--- config.mk ---
export PLATFORM = sky130hd
export DESIGN_NAME = relu_pool1
export DESIGN_NICKNAME = d
export VERILOG_FILES = /design/src/rtl/relu_pool1_pkg.sv /design/src/rtl/relu_requant.sv /design/src/rtl/relu_pool1.sv
export SDC_FILE = /design/constraint.sdc
export NUM_CORES = 1
export LEC_CHECK = 0
export CAP_MARGIN = 30
export CORE_AREA = 10 10 397 322
export CTS_BUF_LIST = sky130_fd_sc_hd__clkbuf_4 sky130_fd_sc_hd__clkbuf_8
export DETAILED_ROUTE_END_ITERATION = 6
export DIE_AREA = 0 0 407 332
export SLEW_MARGIN = 5
export SYNTH_ARGS = -nofsm -noshare
export SYNTH_HDL_FRONTEND = slang
export SYNTH_SLANG_ARGS = --single-unit
--- constraint.sdc ---
create_clock -name clk -period 7.1 [get_ports clk]
set_clock_uncertainty 0.2 [all_clocks]
set_input_delay 1.065 -clock clk [delete_from_list [all_inputs] [get_ports clk]]
set_output_delay 1.065 -clock clk [all_outputs]
set_load 0.02 [all_outputs]
--- src/rtl/relu_pool1_pkg.sv ---
// rtl/relu_pool1_pkg.sv - shared layer-1 network parameters for conv/relu/pool stages
package relu_pool1_pkg;

  localparam int L1_IMG_WIDTH = 24;
  localparam int L1_IN_WIDTH  = 32;
  localparam int L1_OUT_WIDTH = 8;
  localparam int L1_SHIFT     = 8;
  localparam int N_CH         = 6;

  // Column/row counters need at least two bits so col>>1 stays a legal slice.
  function automatic int cnt_width(input int n);
    return (n < 4) ? 2 : $clog2(n);
  endfunction

endpackage

--- src/rtl/relu_requant.sv ---
// rtl/relu_requant.sv - per-channel ReLU, arithmetic shift and saturation to the positive range
module relu_requant
  import relu_pool1_pkg::*;
#(
  parameter int IN_WIDTH  = L1_IN_WIDTH,
  parameter int OUT_WIDTH = L1_OUT_WIDTH,
  parameter int SHIFT     = L1_SHIFT
) (
  input  logic signed [IN_WIDTH-1:0]  din,
  output logic signed [OUT_WIDTH-1:0] dout
);

  localparam logic signed [IN_WIDTH-1:0] QMAX = IN_WIDTH'(2 ** (OUT_WIDTH - 1) - 1);

  logic signed [IN_WIDTH-1:0] shifted;

  always_comb begin
    shifted = din >>> SHIFT;
    if (din[IN_WIDTH-1]) begin
      dout = '0;
    end else if (shifted > QMAX) begin
      dout = QMAX[OUT_WIDTH-1:0];
    end else begin
      dout = shifted[OUT_WIDTH-1:0];
    end
  end

endmodule

--- src/rtl/relu_pool1.sv ---
// rtl/relu_pool1.sv - six-channel ReLU/requantize followed by streaming 2x2 max pooling
module relu_pool1
  import relu_pool1_pkg::*;
#(
  parameter int IMG_WIDTH = L1_IMG_WIDTH,
  parameter int IN_WIDTH  = L1_IN_WIDTH,
  parameter int OUT_WIDTH = L1_OUT_WIDTH,
  parameter int SHIFT     = L1_SHIFT
) (
  input  logic                        clk,
  input  logic                        rst_n,
  input  logic                        valid_in,
  input  logic signed [IN_WIDTH-1:0]  in_ch0,
  input  logic signed [IN_WIDTH-1:0]  in_ch1,
  input  logic signed [IN_WIDTH-1:0]  in_ch2,
  input  logic signed [IN_WIDTH-1:0]  in_ch3,
  input  logic signed [IN_WIDTH-1:0]  in_ch4,
  input  logic signed [IN_WIDTH-1:0]  in_ch5,
  output logic signed [OUT_WIDTH-1:0] out_ch0,
  output logic signed [OUT_WIDTH-1:0] out_ch1,
  output logic signed [OUT_WIDTH-1:0] out_ch2,
  output logic signed [OUT_WIDTH-1:0] out_ch3,
  output logic signed [OUT_WIDTH-1:0] out_ch4,
  output logic signed [OUT_WIDTH-1:0] out_ch5,
  output logic                        valid_out,
  output logic                        frame_done
);

  localparam int CW = cnt_width(IMG_WIDTH);
  localparam int HW = IMG_WIDTH / 2;
  localparam logic [CW-1:0] LAST = CW'(IMG_WIDTH - 1);

  typedef logic signed [OUT_WIDTH-1:0] act_t;

  logic signed [IN_WIDTH-1:0] in_arr [N_CH];
  act_t q     [N_CH];
  act_t hreg  [N_CH];
  act_t out_r [N_CH];
  act_t lb    [HW][N_CH];

  logic [CW-1:0] col;
  logic [CW-1:0] row;
  logic [CW-2:0] lb_idx;
  logic          last_col;
  logic          last_row;

  function automatic act_t amax(input act_t a, input act_t b);
    return (a > b) ? a : b;
  endfunction

  assign in_arr[0] = in_ch0;
  assign in_arr[1] = in_ch1;
  assign in_arr[2] = in_ch2;
  assign in_arr[3] = in_ch3;
  assign in_arr[4] = in_ch4;
  assign in_arr[5] = in_ch5;

  generate
    for (genvar g = 0; g < N_CH; g++) begin : g_rq
      relu_requant #(
        .IN_WIDTH (IN_WIDTH),
        .OUT_WIDTH(OUT_WIDTH),
        .SHIFT    (SHIFT)
      ) u_rq (
        .din (in_arr[g]),
        .dout(q[g])
      );
    end
  endgenerate

  assign lb_idx   = col[CW-1:1];
  assign last_col = (col == LAST);
  assign last_row = (row == LAST);

  always_ff @(posedge clk or negedge rst_n) begin
    if (!rst_n) begin
      col        <= '0;
      row        <= '0;
      valid_out  <= 1'b0;
      frame_done <= 1'b0;
      for (int ch = 0; ch < N_CH; ch++) begin
        hreg[ch]  <= '0;
        out_r[ch] <= '0;
      end
    end else begin
      valid_out  <= 1'b0;
      frame_done <= 1'b0;
      if (valid_in) begin
        if (last_col) begin
          col <= '0;
          row <= last_row ? '0 : row + CW'(1);
        end else begin
          col <= col + CW'(1);
        end
        if (!col[0]) begin
          for (int ch = 0; ch < N_CH; ch++) hreg[ch] <= q[ch];
        end else if (row[0]) begin
          // Bottom-right pixel of a 2x2 window completes the pooled output.
          for (int ch = 0; ch < N_CH; ch++)
            out_r[ch] <= amax(amax(hreg[ch], q[ch]), lb[lb_idx][ch]);
          valid_out  <= 1'b1;
          frame_done <= last_col && last_row;
        end
      end
    end
  end

  // Line buffer carries the top-row pair maximum; it is deliberately not reset.
  always_ff @(posedge clk) begin
    if (valid_in && col[0] && !row[0]) begin
      for (int ch = 0; ch < N_CH; ch++) lb[lb_idx][ch] <= amax(hreg[ch], q[ch]);
    end
  end

  assign out_ch0 = out_r[0];
  assign out_ch1 = out_r[1];
  assign out_ch2 = out_r[2];
  assign out_ch3 = out_r[3];
  assign out_ch4 = out_r[4];
  assign out_ch5 = out_r[5];

endmodule

---- Word-level counts from Yosys, hierarchy flattened ----
Memory sizes are Yosys's and may differ from the RTL's.
Index checks and enable logic that the tools add are counted.
storage, ports and cells
  register bits after elaboration ......... 108
  bits in writable memories ............... 576
  output and inout port bits .............. 50
  memories kept ........................... 1
memory list
  memory  depth  bits a word  read ports  clocked after memory_dff  wr ports  RTL line          source
  lb      12     48           1           0                         1         relu_pool1.sv:39  act_t lb [HW][N_CH];
operators by class
  add/subtract/negate cells ............... 2
  $lt $le $gt $ge ......................... 18
  equal/unequal tests ..................... 2
  mux-type cells .......................... 34
  bitwise operators ....................... 1
  reductions and logical operators ........ 7
operator list
  kind                                                                   number
  8-bit 2-to-1 mux                                                       24
  24-bit by 8-bit > comparator with 1-bit output, second input constant  6
  8-bit > comparator                                                     12
  5-bit by 1-bit adder with 5-bit output, second input constant          2
  5-bit == test, second input constant                                   2
  5-bit 2-to-1 mux                                                       2
  1-bit 2-to-1 mux                                                       8
  2-bit AND reduction                                                    2
  1-bit logical AND                                                      3
  3-bit AND reduction                                                    1
  1-bit logical NOT                                                      1
  1-bit inverter                                                         1

---- Logic depth before layout (Yosys ltp) ----
  depth after elaboration ................. 7
  depth in mapped cells ................... 19
  mapped depth without buffers ............ 19

---- Hierarchy ----
Synthesis repeated with hierarchy kept, for this count alone.
unflattened totals
  cell total of the unflattened synthesis .. 1980
  area total of the unflattened synthesis .. 30309.1 µm²
modules (own cells, without submodules)
  module        times used  cells each  area an instance (µm²)
  relu_pool1    1           1848        29640.9
  relu_requant  6           22          111.4

---- Least setup slack after synthesis ----
OpenSTA, ideal clock, no wires.
  path type ............................... in2reg
  start ................................... input port valid_in
  end ..................................... memory lb[0][0] (netlist bit) (enable)
  library setup time ...................... 513 ps
  data arrival time ....................... 5110 ps
  required time ........................... 6387 ps
  setup slack ............................. 1277 ps
  stages .................................. 4
  cell sequence ........................... clkbuf_1 -> nand3b_1 -> or3_1 -> nor3_1
on the way
  longest elaborated chain between the ends .. 4
ends and longest elaborated chain
  item                                    RTL line           source
  from (decl)                             relu_pool1.sv:12   input logic valid_in,
  1-bit logical AND (2 in series)         relu_pool1.sv:110  if (valid_in && col[0] && !row[0]) begin
  1-bit 2-to-1 mux                        relu_pool1.sv:110
  1-bit 2-to-1 mux (not written as such)  relu_pool1.sv:111  for (int ch = 0; ch < N_CH; ch++) lb[lb_idx][ch] <= amax(hreg[ch], q[ch]);
  to (decl)                               relu_pool1.sv:39
Every way passes these cells.

---- Worst setup path in the final report ----
  start ................................... input port in_ch0[20]
  end ..................................... register out_r, in the netlist out_ch0[7]
on the way
  longest elaborated chain between the ends .. 7
ends and longest elaborated chain
  item                                                RTL line            source
  from (decl)                                         relu_pool1.sv:13    input logic signed [IN_WIDTH-1:0] in_ch0,
  24-bit by 8-bit > comparator with 1-bit output (*)  relu_requant.sv:21  end else if (shifted > QMAX) begin
  8-bit 2-to-1 mux (*)                                relu_requant.sv:21
  8-bit 2-to-1 mux (*)                                relu_requant.sv:19  if (din[IN_WIDTH-1]) begin
  8-bit > comparator                                  relu_pool1.sv:48    return (a > b) ? a : b;
  8-bit 2-to-1 mux (*)                                relu_pool1.sv:48
  8-bit > comparator                                  relu_pool1.sv:48
  8-bit 2-to-1 mux (*)                                relu_pool1.sv:48
  to (signal, indexed assignment)                     relu_pool1.sv:100   out_r[ch] <= amax(amax(hreg[ch], q[ch]), lb[lb_idx][ch]);
  to (decl)                                           relu_pool1.sv:38    act_t out_r [N_CH];
Mark *: on every way between the ends. The rest lies on a longest branch, timed or not.
A chain may end at the register's enable or synchronous reset.

==> impl_metrics.csv <==
group,metric,value,unit
pwr,p_per_area,366,mW/mm^2
route,postRouteAntennaNets,0,
route,drc,0,
clocking,ctsResizeCount,0,
layout,nets,2393,
clocking,clk_pin_slew,0.06,ns
global_route,grt_usage,11.3,%
global_route,grt_max_degree,76,
layout,fin_area,0.0363,sq mm
critical_path,arrival,6.12,ns
layout,syn_to_final_growth,22.4,%
timing,grt_setup_unrepaired,"no",
logic_synthesis,synthTopCellsByCount,"edfxtp_1 (576), mux4_2 (144), nand2_1 (112)",
global_route,grt_pass1_wl,116000,um
logic_synthesis,synth_edf_count,576,
critical_path,worstPathRequired,7.51,ns
die,io_pins,245,
placement,io_buffers,196,
placement,dpl_cell_area,0.0340,sq mm
route,dr.pass1.iters,5,
timing,finalCriticalPeriod,5.71,ns
layout,drive_gt1_share,21.3,%
logic_synthesis,netlist_instances,1816,
global_route,grt_pass1_vias,17400,
status,status,"finished, final reports clean",
critical_path,rrSetupSlack,2.54,ns
timing,worst_slack,1.39,ns
pwr,leakagePower,12.7,nW
logic_synthesis,yosysWarnings,0,
critical_path,cp_num_cells,21,
critical_path,path_max_fanout,13,
die,die_w,407,um
timing,setup_viol,0,
run,maxCapViolCount,0,
pwr,p_total,13.3,mW
logic_synthesis,yosys.area.top_type,"edfxtp_1",
route,wire_per_inst,20.3,um
logic_synthesis,synth_area,0.0297,sq mm
placement,pre_cts_ws,0.615,ns
logic_synthesis,synth-seq-area-share,67.4,%
clocking,cts_hold_buf,0,
clocking,cts_setup_buffers,0,
layout,diodes,0,
global_route,grt.overflow.total,0,
timing,worstMarginPinSlew,1.00,ns
die,start_util,24.7,%
route,dr_total_vias,17200,
logic_synthesis,synth-seq-cells,684,
placement,place.gp.congestion,0.766,
critical_path,timing.critical_path.from,"in_ch0[20]",
logic_synthesis,synth_area_leaders,"edfxtp_1 (58%), mux4_2 (11%), dfrtp_1 (9.1%)",
critical_path,r2r_cells,13,
timing,finalHoldViolCount,0,
die,die_h,332,um
critical_path,crit_end,"out_ch0[7]$_DFFE_PN0P_",
clocking,h-tree-depth,3,
clocking,clk_path_buf_depth,3,
route,wl,77800,um
layout,fillers,11900,
die,die_area,0.135,sq mm
timing,slew_violations,0,
route,drt_iter0_drc,1520,
hold_path,hold_class,"in2async",
clocking,cts_tree,"built",
clocking,cts_made_buffers,112,
critical_path,criticalPathCategory,"in2reg",
critical_path,crit_chain,"clkdlybuf4s50_1 -> nor4_1 -> nand4_1 -> nor2_1 -> nor2_1 -> inv_1 -> ha_1 -> nor2b_1 -> o211ai_1 -> a21oi_1 -> o22ai_2 -> mux2i_1 -> inv_1 -> ha_1 -> or3b_2 -> a211oi_1 -> a211oi_2 -> buf_4 -> nand2_1 -> nor3_1 -> a211o_1",
critical_path,cp_top_family,"simple AND/OR/NAND/NOR gates",
die,core_area,0.120,sq mm
critical_path,r2r-start,"col[1]$_DFFE_PN0P_",
pwr,vdd.ir_drop.worst,0.211,mV
clocking,clkLatencyLatePin,0.75,ns
critical_path,slowest_stage,"or3b_2",
logic_synthesis,ys.flop_type,"edfxtp_1",
logic_synthesis,synthArstFlopShare,15.8,%
clocking,cts_sinks,684,
timing,period_share,80.4,%
global_route,antenna_found_initial,2,
critical_path,cp-start-kind,"input port",
critical_path,cp.buffers_inverters,4,
timing,fmax,175,MHz
critical_path,rr_endpoint,"out_ch4[0]$_DFFE_PN0P_",
logic_synthesis,avgSynthCellArea,16.3,sq um
timing,max_slew_margin,33.1,%
clocking,cts-root-buf,"clkbuf_8",
critical_path,endpoint_kind,"flop",
critical_path,slowest_delay,0.49,ns
die,rows,114,
placement,place.detailed.hpwl,49200,um
logic_synthesis,yosysMostFrequentCell,"edfxtp_1",
timing,setup_tns,0,ns
route,viasPerCell,4.49,
logic_synthesis,synth_top_area_share,58.3,%
logic_synthesis,yosysUniqueCellTypes,60,
==> logic make-up after synthesis <==
logic type	count (synthesis)	share of synthesized area, %
xor gates and xnor gates	2	0.0590
AOI/OAI and AO/OA	272	7.01
adders and majority gates	98	4.13
and+or+nand+nor	379	6.15
DFF	684	67.4
muxes	195	12.7
other	1	0.0126
buffers and inverters	185	2.58
==> sequential cells by signal (all words and copies together) (netlist names) <==
register,cells
col,5
frame_done,1
hreg,48
lb,576
out_ch0,8
out_ch1,8
out_ch2,8
out_ch3,8
out_ch4,8
out_ch5,8
row,5
valid_out,1
==> metrics by stage <==
step                cells  hold WS, ns  utilization, %
floorplan            1821        0.270               -
detailed placement   3610        0.293            28.3
finish               3823        0.123            30.3
global route         3823        0.127            30.3
CTS                  3823       0.0987            30.3
global placement     3603        0.284            28.2
==> cell type report <==
| type | instances | area, sq um | share of cell area (%) |
|---|---|---|---|
| clock buffer | 170 | 2050 | 5.63 |
| clock inverter | 43 | 337 | 0.926 |
| inverter | 105 | 394 | 1.08 |
| multi-input combinational | 952 | 9050 | 24.9 |
| sequential | 684 | 20000 | 55.1 |
| tap | 1624 | 2030 | 5.59 |
| timing repair buffer | 245 | 2470 | 6.79 |
==> per-layer routing <==
layer  global-route usage, %  share of wire, %
met2                    16.8                44
met1                    16.2                46
met4                    2.49               1.6
met5                       0             0.017
met3                    3.24               8.2
==> cell usage in the layout, fill, tap and decap left out, types with 6 or more instances in the layout <==
cell               n
nor2_4             9
nand4_1           19
o21ai_0           84
conb_1             6
o21ai_1           11
ha_1              98
clkbuf_4          47
buf_4             41
mux2_2             8
dfrtp_1          105
nor2_1           101
clkdlybuf4s50_1  195
clkinv_1          16
nor3_1             8
mux2i_1           43
a21oi_1           35
edfxtp_1         576
nor4_1            24
nor2b_1           52
mux4_2           144
nand2_1          112
o31ai_1           12
o31a_1            37
nand3_1            9
a22oi_1            6
inv_1            104
clkbuf_8         123
a21o_1            10
clkinv_2          15
and2_1             7
a221oi_2          33
==> worst min path at each step <==
| stage | start | end | slack (ns) | cells after the start |
|---|---|---|---|---|
| 6_report | rst_n | hreg[6]$_DFFE_PN0P_ | 0.12 | 1 |
| 5_1_grt | rst_n | out_ch5[5]$_DFFE_PN0P_ | 0.13 | 1 |
| 4_1_cts | rst_n | out_ch5[3]$_DFFE_PN0P_ | 0.1 | 1 |
| 3_5_place_dp | hreg[24]$_DFFE_PN0P_ | hreg[24]$_DFFE_PN0P_ | 0.29 | 2 |
| 3_3_place_gp | hreg[24]$_DFFE_PN0P_ | hreg[24]$_DFFE_PN0P_ | 0.28 | 2 |
| 2_1_floorplan | hreg[0]$_DFFE_PN0P_ | hreg[0]$_DFFE_PN0P_ | 0.27 | 2 |
==> power by group <==
group | internal [mW] | switching [mW] | leakage (nW)
Sequential | 4.87 | 0.303 | 6.62
Combinational | 2.00 | 2.55 | 4.84
Clock | 1.97 | 1.62 | 1.27
Total | 8.83 | 4.47 | 12.7
(Power assumes the default switching activity.)
